**src/rtl/bit_pkg.sv**
```systemverilog
// Shared constants and the collector state encoding.
package bit_pkg;
    localparam int N_BITS = 10;
    localparam int IDX_W  = 4;
    localparam logic [IDX_W-1:0] NO_ONE_IDX = 4'd15;

    typedef enum logic [1:0] {
        IDLE    = 2'd0,
        COLLECT = 2'd1,
        RESULT  = 2'd2
    } state_e;
endpackage

```
**src/rtl/bit_accumulator.sv**
```systemverilog
// Running statistics over accepted bits: count, first/last one, any-one and parity.
module bit_accumulator
    import bit_pkg::*;
#(
    parameter int N_BITS = bit_pkg::N_BITS,
    parameter int IDX_W  = bit_pkg::IDX_W
) (
    input  logic             clk,
    input  logic             rst,
    input  logic             clear_i,
    input  logic             en_i,
    input  logic             bit_is_one_i,
    input  logic [IDX_W-1:0] bit_index_i,
    output logic [IDX_W-1:0] ones_count_o,
    output logic [IDX_W-1:0] first_one_idx_o,
    output logic [IDX_W-1:0] last_one_idx_o,
    output logic             any_one_o,
    output logic             parity_o
);
    localparam logic [IDX_W-1:0] NONE_IDX = IDX_W'(NO_ONE_IDX);

    logic [IDX_W-1:0] count_q, count_d;
    logic [IDX_W-1:0] first_q, first_d;
    logic [IDX_W-1:0] last_q,  last_d;
    logic             any_q,   any_d;
    logic             par_q,   par_d;

    always_comb begin
        count_d = count_q;
        first_d = first_q;
        last_d  = last_q;
        any_d   = any_q;
        par_d   = par_q;
        if (clear_i) begin
            count_d = '0;
            first_d = NONE_IDX;
            last_d  = NONE_IDX;
            any_d   = 1'b0;
            par_d   = 1'b0;
        end else if (en_i && bit_is_one_i) begin
            // Each index is accepted at most once per scan, so the count cannot exceed N_BITS.
            count_d = count_q + 1'b1;
            last_d  = bit_index_i;
            if (!any_q) first_d = bit_index_i;
            any_d   = 1'b1;
            par_d   = ~par_q;
        end
    end

    always_ff @(posedge clk or posedge rst) begin
        if (rst) begin
            count_q <= '0;
            first_q <= NONE_IDX;
            last_q  <= NONE_IDX;
            any_q   <= 1'b0;
            par_q   <= 1'b0;
        end else begin
            count_q <= count_d;
            first_q <= first_d;
            last_q  <= last_d;
            any_q   <= any_d;
            par_q   <= par_d;
        end
    end

    assign ones_count_o    = count_q;
    assign first_one_idx_o = first_q;
    assign last_one_idx_o  = last_q;
    assign any_one_o       = any_q;
    assign parity_o        = par_q;
endmodule

```
**src/rtl/bit_result_collector.sv**
```systemverilog
// Collects an in-order bit scan from an upstream checker and presents a summary with a valid/ready handshake.
module bit_result_collector
    import bit_pkg::*;
#(
    parameter int N_BITS = bit_pkg::N_BITS,
    parameter int IDX_W  = bit_pkg::IDX_W
) (
    input  logic             clk,
    input  logic             rst,
    input  logic             start,
    input  logic             bit_valid,
    input  logic [IDX_W-1:0] bit_index,
    input  logic             bit_is_one,
    input  logic             bit_done,
    input  logic             result_ready,
    output logic             result_valid,
    output logic [IDX_W-1:0] ones_count,
    output logic [IDX_W-1:0] first_one_idx,
    output logic [IDX_W-1:0] last_one_idx,
    output logic             any_one,
    output logic             parity,
    output logic             seq_error,
    output logic             busy
);
    localparam logic [IDX_W-1:0] LAST_IDX = IDX_W'(N_BITS - 1);

    state_e           state_q, state_d;
    logic [IDX_W-1:0] exp_idx_q, exp_idx_d;
    logic             seq_err_q, seq_err_d;
    logic             acc_clear, acc_en;
    logic             is_match, is_hold;

    assign is_match = (bit_index == exp_idx_q);
    // A repeat of the previous index is upstream stalling, not a protocol violation.
    assign is_hold  = (exp_idx_q != '0) && (bit_index == exp_idx_q - 1'b1);

    always_comb begin
        state_d   = state_q;
        exp_idx_d = exp_idx_q;
        seq_err_d = seq_err_q;
        acc_clear = 1'b0;
        acc_en    = 1'b0;
        case (state_q)
            IDLE: begin
                if (start) begin
                    state_d   = COLLECT;
                    exp_idx_d = '0;
                    seq_err_d = 1'b0;
                    acc_clear = 1'b1;
                end
            end
            COLLECT: begin
                if (bit_valid) begin
                    if (is_match) begin
                        acc_en = 1'b1;
                        if (exp_idx_q != LAST_IDX) exp_idx_d = exp_idx_q + 1'b1;
                    end else if (!is_hold) begin
                        seq_err_d = 1'b1;
                    end
                    if (is_match && (exp_idx_q == LAST_IDX)) begin
                        state_d = RESULT;
                    end else if (bit_done) begin
                        seq_err_d = 1'b1;
                        state_d   = RESULT;
                    end
                end
            end
            RESULT: begin
                if (result_ready) state_d = IDLE;
            end
            default: state_d = IDLE;
        endcase
    end

    always_ff @(posedge clk or posedge rst) begin
        if (rst) begin
            state_q   <= IDLE;
            exp_idx_q <= '0;
            seq_err_q <= 1'b0;
        end else begin
            state_q   <= state_d;
            exp_idx_q <= exp_idx_d;
            seq_err_q <= seq_err_d;
        end
    end

    bit_accumulator #(
        .N_BITS (N_BITS),
        .IDX_W  (IDX_W)
    ) u_acc (
        .clk             (clk),
        .rst             (rst),
        .clear_i         (acc_clear),
        .en_i            (acc_en),
        .bit_is_one_i    (bit_is_one),
        .bit_index_i     (bit_index),
        .ones_count_o    (ones_count),
        .first_one_idx_o (first_one_idx),
        .last_one_idx_o  (last_one_idx),
        .any_one_o       (any_one),
        .parity_o        (parity)
    );

    assign result_valid = (state_q == RESULT);
    assign busy         = (state_q != IDLE);
    assign seq_error    = seq_err_q;
endmodule

```
**config.mk**
```make
export PLATFORM = sky130hd
export DESIGN_NAME = bit_result_collector
export DESIGN_NICKNAME = d
export VERILOG_FILES = /design/src/rtl/bit_pkg.sv /design/src/rtl/bit_accumulator.sv /design/src/rtl/bit_result_collector.sv
export SDC_FILE = /design/constraint.sdc
export NUM_CORES = 1
export LEC_CHECK = 0
export ABC_CLOCK_PERIOD_IN_PS = 3300
export CAP_MARGIN = 0
export CORE_MARGIN = 3
export CORE_UTILIZATION = 25
export DETAILED_ROUTE_END_ITERATION = 6
export HOLD_SLACK_MARGIN = 0.15
export PLACE_DENSITY_LB_ADDON = 0.15
export SLEW_MARGIN = 15
export SYNTH_ARGS = -nofsm -noshare
export SYNTH_HDL_FRONTEND = slang
export SYNTH_SLANG_ARGS = --single-unit
```
**constraint.sdc**
```tcl
create_clock -name clk -period 3.3 [get_ports clk]
set_input_delay 0.66 -clock clk [delete_from_list [all_inputs] [get_ports clk]]
set_output_delay 0.66 -clock clk [all_outputs]
set_load 0.1 [all_outputs]
```
==> results of run 1 <==
## power by group
group | leakage, nW | total [mW] | switching (mW) | internal, mW
sequential | 0.259 | 0.323 | 0.0308 | 0.292
clock | 0.0228 | 0.169 | 0.0829 | 0.0860
combinational | 0.346 | 0.365 | 0.275 | 0.0906
total | 0.627 | 0.857 | 0.388 | 0.469
## metal layers
layer	part of all wire, %	global-route usage (%)	vias up
met1	40	13.7	491
met2	52	21.2	29
met5	0	0	-
met3	5.9	2.67	4
met4	1.2	4.66	0
li1	-	-	494
## worst reg2reg max path, delay by kind of cell, from the launching register on
| family | cells | cell delay, ns |
|---|---|---|
| DFF | 1 | 0.47 |
| AOI/OAI and AO/OA | 1 | 0.16 |
| xor gates and xnor gates | 1 | 0.27 |
| and+or+nand+nor | 2 | 1.31 |
## kinds of logic (layout without fill, tap and decap cells)
logic type                 count (synthesis)  count (layout)  synth area share [%]
AOI/OAI and AO/OA                         33              33                  19.4
xor gates and xnor gates                   7               7                  5.76
adders and majority gates                  4               4                  4.19
buffers and inverters                     15              41                  5.44
DFF                                       21              21                  44.8
muxes                                      2               2                  1.68
and+or+nand+nor                           39              39                  18.7
## synth_stat cells, types with 2 or more instances
cell      instances
clkbuf_1          4
or4_1             2
xnor2_1           4
o311ai_0          3
mux2i_1           2
a21oi_1           4
o31ai_1           6
and3b_1           2
a31o_2            2
nand3b_1          2
o21ai_0           8
inv_1             9
dfrtp_1          13
dfstp_2           8
ha_1              4
nand4_1           2
nand2_1           7
nor2_1            7
nand3_1           7
xor2_1            2
o211ai_1          4
## sequential cells by signal (all words and copies together) (netlist names)
name,count
seq_error,1
u_acc.parity_o,1
u_acc.ones_count_o,4
u_acc.last_one_idx_o,4
u_acc.any_one_o,1
exp_idx_q,4
state_q,2
u_acc.first_one_idx_o,4
## layout make-up
class	instances	area (um^2)
Sequential cell	21	536
Clock buffer	4	45.0
Tap cell	52	65.1
Fill cell	462	2970
Timing Repair Buffer	28	235
Multi-Input combinational cell	85	594
Inverter	9	33.8
## stage by stage
stage / setup slack [ns] / hold WS, ns
after floorplan: 0.861 / 0.572
after global placement: 0.387 / 0.461
after detailed placement: 0.350 / 0.471
after CTS: 0.627 / 0.482
after global routing: 0.452 / 0.513
final: 0.614 / 0.476
## final timing paths
path / start / to / slack (ns) / cells after the start
setup / recovery: bit_index[1] / u_acc.ones_count_o[3] / 0.61 / 5
hold / removal: u_acc.parity_o / u_acc.parity_o / 0.48 / 1
setup reg to reg: exp_idx_q[0] / u_acc.ones_count_o[3] / 1.02 / 4
hold reg to reg: u_acc.parity_o / u_acc.parity_o / 0.48 / 1
max in group asynchronous: rst / u_acc.ones_count_o[2] / 1.94 / 2
min in group asynchronous: rst / seq_error / 0.86 / 2
==> impl_metrics.env, run 1 <==
export IMPL_power_density_mw_per_mm2=568
export IMPL_cp_end_kind="flip-flop"
export IMPL_setup_tns_ns=0
export IMPL_min_path_type="flip-flop to flip-flop"
export IMPL_status="completed"
export IMPL_vias_per_cell=5.12
export IMPL_fp_dieW_um=75.1
export IMPL_htree_levels=1
export IMPL_drc_errors=0
export IMPL_hold_buffers=0
export IMPL_dr_pass1_iters=4
export IMPL_diodes=0
export IMPL_setup_viol=0
export IMPL_max_stage_delay_ns=0.79
export IMPL_clk_pin_slew_ns=0.07
export IMPL_critPathLaunchType="input port"
export IMPL_fin_area_mm2=0.00151
export IMPL_io_pins=28
export IMPL_core_area_mm2=0.00447
export IMPL_vdd_drop_max_uv=141
export IMPL_antenna_found_initial=0
export IMPL_ys_flop_type="dfrtp_1"
export IMPL_drtIter0Drc=59
export IMPL_synth_top_area_cell="dfrtp_1"
export IMPL_cp_top_family="simple AND/OR/NAND/NOR gates"
export IMPL_crit_type="input port to flip-flop"
export IMPL_rows=24
export IMPL_critPathRequiredTime_ns=3.48
export IMPL_final_cells=199
export IMPL_seq_area_frac_synth_pct=44.8
export IMPL_utilization_pct=33.7
export IMPL_clock_fmax_mhz=372
export IMPL_relSlewSlack_pct=46.5
export IMPL_maxCapViolCount=0
export IMPL_final_common_cell="buf_4"
export IMPL_arrival_ns=2.87
export IMPL_post_cts_buffers=0
export IMPL_synthTopCellsByArea="dfrtp_1 (27%), dfstp_2 (18%), ha_1 (4.2%)"
export IMPL_synth_top_area_share_pct=27.2
export IMPL_worst_pin_slew_ns=0.802
export IMPL_synth_edff_count=0
export IMPL_postRouteAntennaNets=0
export IMPL_nets=163
export IMPL_cts_buffers=3
export IMPL_ys_seq_elements=21
export IMPL_synthDistinctLibCells=40
export IMPL_synth_area_mm2=0.00119
export IMPL_yosysWarningCount=0
export IMPL_die_area_mm2=0.00565
export IMPL_finClkSkew_ns=0.00338
export IMPL_cts_resized=0
export IMPL_wl_per_cell_um=15.3
export IMPL_dr_total_vias=1018
export IMPL_crit_chain="clkdlybuf4s50_1 > xor2_1 > or4b_1 > or4_1 > a21oi_1"
export IMPL_grtUsageTotal_pct=11.9
export IMPL_synth_nets=136
export IMPL_hold_viol=0
export IMPL_dpl_instance_area_mm2=0.00146
export IMPL_io_buffers=27
export IMPL_cts_sinks=21
export IMPL_syn_avg_cell_area_um2=9.88
export IMPL_totalWireLength_um=3040
export IMPL_leakage_nw=0.627
export IMPL_placed_cells=195
export IMPL_crit_slowest_cell="or4b_1"
export IMPL_place_congestion=0.744
export IMPL_grt_first_pass_wirelength_um=5040
export IMPL_die_h_um=75.1
export IMPL_root_buffer="clkbuf_8"
export IMPL_totalPowerFinal_mw=0.857
export IMPL_overflow=0
export IMPL_clock_latency_ns=0.26
export IMPL_slew_violations=0
export IMPL_final_cell_mix="buf_4 (18), dfrtp_1 (13), clkdlybuf4s50_1 (10)"
export IMPL_final_min_clock_period_ns=2.69
export IMPL_grt_setup_unrepaired="no"
export IMPL_crit_fanout=15
export IMPL_ys_async_sr_fraction_pct=100
export IMPL_cts_tree="done"
export IMPL_first_global_vias=1057
export IMPL_syn_to_final_growth_pct=26.3
export IMPL_grt_max_degree=22
export IMPL_drive_gt1_share_pct=25.2
export IMPL_clock_path_buffers=2
export IMPL_crit_buf_inv=1
export IMPL_period_share_pct=81.4
export IMPL_start_util_pct=26.7
export IMPL_hpwlAfterDp_um=2280
export IMPL_syn_inst=121
Power figures use the tool's default switching activity.
==> inputs of run 2 (changes only) <==
--- a/config.mk
+++ b/config.mk
@@ -5,7 +5,7 @@
 export SDC_FILE = /design/constraint.sdc
 export NUM_CORES = 1
 export LEC_CHECK = 0
-export ABC_CLOCK_PERIOD_IN_PS = 3300
+export ABC_CLOCK_PERIOD_IN_PS = 2750
 export CAP_MARGIN = 0
 export CORE_MARGIN = 3
 export CORE_UTILIZATION = 25
==> constraint.sdc (replaced) <==
create_clock -name clk -period 2.75 [get_ports clk]
set_input_delay 0.55 -clock clk [delete_from_list [all_inputs] [get_ports clk]]
set_output_delay 0.55 -clock clk [all_outputs]
set_load 0.1 [all_outputs]
==> impl_metrics.env, run 2 (synthesis results as in run 1) <==
export IMPL_status="completed"
export IMPL_first_global_vias=1069
export IMPL_crit_chain="clkdlybuf4s50_1 > xor2_1 > or4b_1 > or4_1 > a21oi_1"
export IMPL_busiest_layer="met2"
export IMPL_antenna_found_initial=0
export IMPL_cp_top_family="simple AND/OR/NAND/NOR gates"
export IMPL_clock_path_buffers=2
export IMPL_period_share_pct=87.6
export IMPL_utilization_pct=34.2
export IMPL_finClkSkew_ns=0.00301
export IMPL_vdd_drop_max_uv=163
export IMPL_final_cell_mix="buf_4 (21), dfrtp_1 (13), clkdlybuf4s50_1 (10)"
export IMPL_use_met3_pct=2.27
export IMPL_rows=24
export IMPL_crit_type="input port to flip-flop"
export IMPL_grt_first_pass_wirelength_um=5000
export IMPL_min_path_type="flip-flop to flip-flop"
export IMPL_setup_tns_ns=0
export IMPL_grt_max_degree=22
export IMPL_dr_total_vias=997
export IMPL_arrival_ns=2.59
export IMPL_critPathRequiredTime_ns=2.94
export IMPL_grtUsageTotal_pct=11.9
export IMPL_nets=166
export IMPL_dpl_instance_area_mm2=0.00149
export IMPL_crit_buf_inv=1
export IMPL_critPathLaunchType="input port"
export IMPL_die_h_um=75.1
export IMPL_cts_tree="done"
export IMPL_place_congestion=0.775
export IMPL_cp_end_kind="flip-flop"
export IMPL_max_stage_delay_ns=0.65
export IMPL_drtIter0Drc=35
export IMPL_placed_cells=198
export IMPL_worst_pin_slew_ns=0.834
export IMPL_drc_errors=0
export IMPL_fp_dieW_um=75.1
export IMPL_whs_ns=0.474
export IMPL_cts_buffers=3
export IMPL_setup_ws_ns=0.342
export IMPL_fin_area_mm2=0.00153
export IMPL_crit_fanout=6
export IMPL_grtUsageMet1_pct=14.3
export IMPL_slew_violations=0
export IMPL_relSlewSlack_pct=44.3
export IMPL_totalPowerFinal_mw=1.03
export IMPL_postRouteAntennaNets=0
export IMPL_power_density_mw_per_mm2=673
export IMPL_final_cells=202
export IMPL_syn_to_final_growth_pct=28.2
export IMPL_hpwlAfterDp_um=2310
export IMPL_leakage_nw=0.641
export IMPL_maxCapViolCount=0
export IMPL_hold_viol=0
export IMPL_grt_setup_unrepaired="no"
export IMPL_diodes=0
export IMPL_clk_pin_slew_ns=0.07
export IMPL_setup_viol=0
export IMPL_post_place_ws_ns=0.0878
export IMPL_post_cts_buffers=0
export IMPL_clock_fmax_mhz=415
export IMPL_cts_sinks=21
export IMPL_final_common_cell="buf_4"
export IMPL_die_area_mm2=0.00565
export IMPL_vias_per_cell=4.94
export IMPL_cts_resized=0
export IMPL_totalWireLength_um=3060
export IMPL_htree_levels=1
export IMPL_clock_latency_ns=0.26
export IMPL_root_buffer="clkbuf_8"
export IMPL_final_min_clock_period_ns=2.41
export IMPL_dr_pass1_iters=4
export IMPL_crit_slowest_cell="or4b_1"
export IMPL_io_pins=28
export IMPL_hold_buffers=0
export IMPL_start_util_pct=26.7
export IMPL_io_buffers=27
export IMPL_grt_use_met2_pct=20.5
export IMPL_drive_gt1_share_pct=26.7
export IMPL_overflow=0
export IMPL_wl_per_cell_um=15.2
export IMPL_core_area_mm2=0.00447
[run 2: final timing paths]
path | start | endpoint | slack, ns | cells past startpoint
max | bit_index[1] | u_acc.ones_count_o[3] | 0.34 | 5
min | u_acc.parity_o | u_acc.parity_o | 0.47 | 1
max reg2reg | exp_idx_q[3] | u_acc.ones_count_o[3] | 0.64 | 4
min reg2reg | u_acc.parity_o | u_acc.parity_o | 0.47 | 1
max in group asynchronous | rst | u_acc.ones_count_o[1] | 1.47 | 2
min in group asynchronous | rst | u_acc.ones_count_o[2] | 0.77 | 2
[run 2: cell type report]
cell class	instances	area [um^2]
tap	52	65.1
timing repair buffer	31	258
sequential	21	536
multi-input combinational	85	594
inverter	9	33.8
clock buffer	4	45.0
fill	471	2940
[run 2: power by group]
part           leakage [nW]  internal, mW  total (mW)  switching [mW]
sequential            0.259         0.351       0.386          0.0348
combinational         0.360         0.111       0.440           0.330
clock                0.0228         0.103       0.205           0.101
[run 2: worst reg2reg max path, delay by kind of cell (launching register included)]
kind	cells	cell delay [ns]
and+or+nand+nor	2	1.22
AOI/OAI and AO/OA	1	0.16
xor gates and xnor gates	1	0.21
DFF	1	0.45
[run 2: layer usage]
| layer | routed length (um) | share of wire, % |
|---|---|---|
| met1 | 1360 | 44 |
| met5 | 0 | 0 |
| met2 | 1550 | 51 |
| met3 | 116 | 3.8 |
| met4 | 43 | 1.4 |
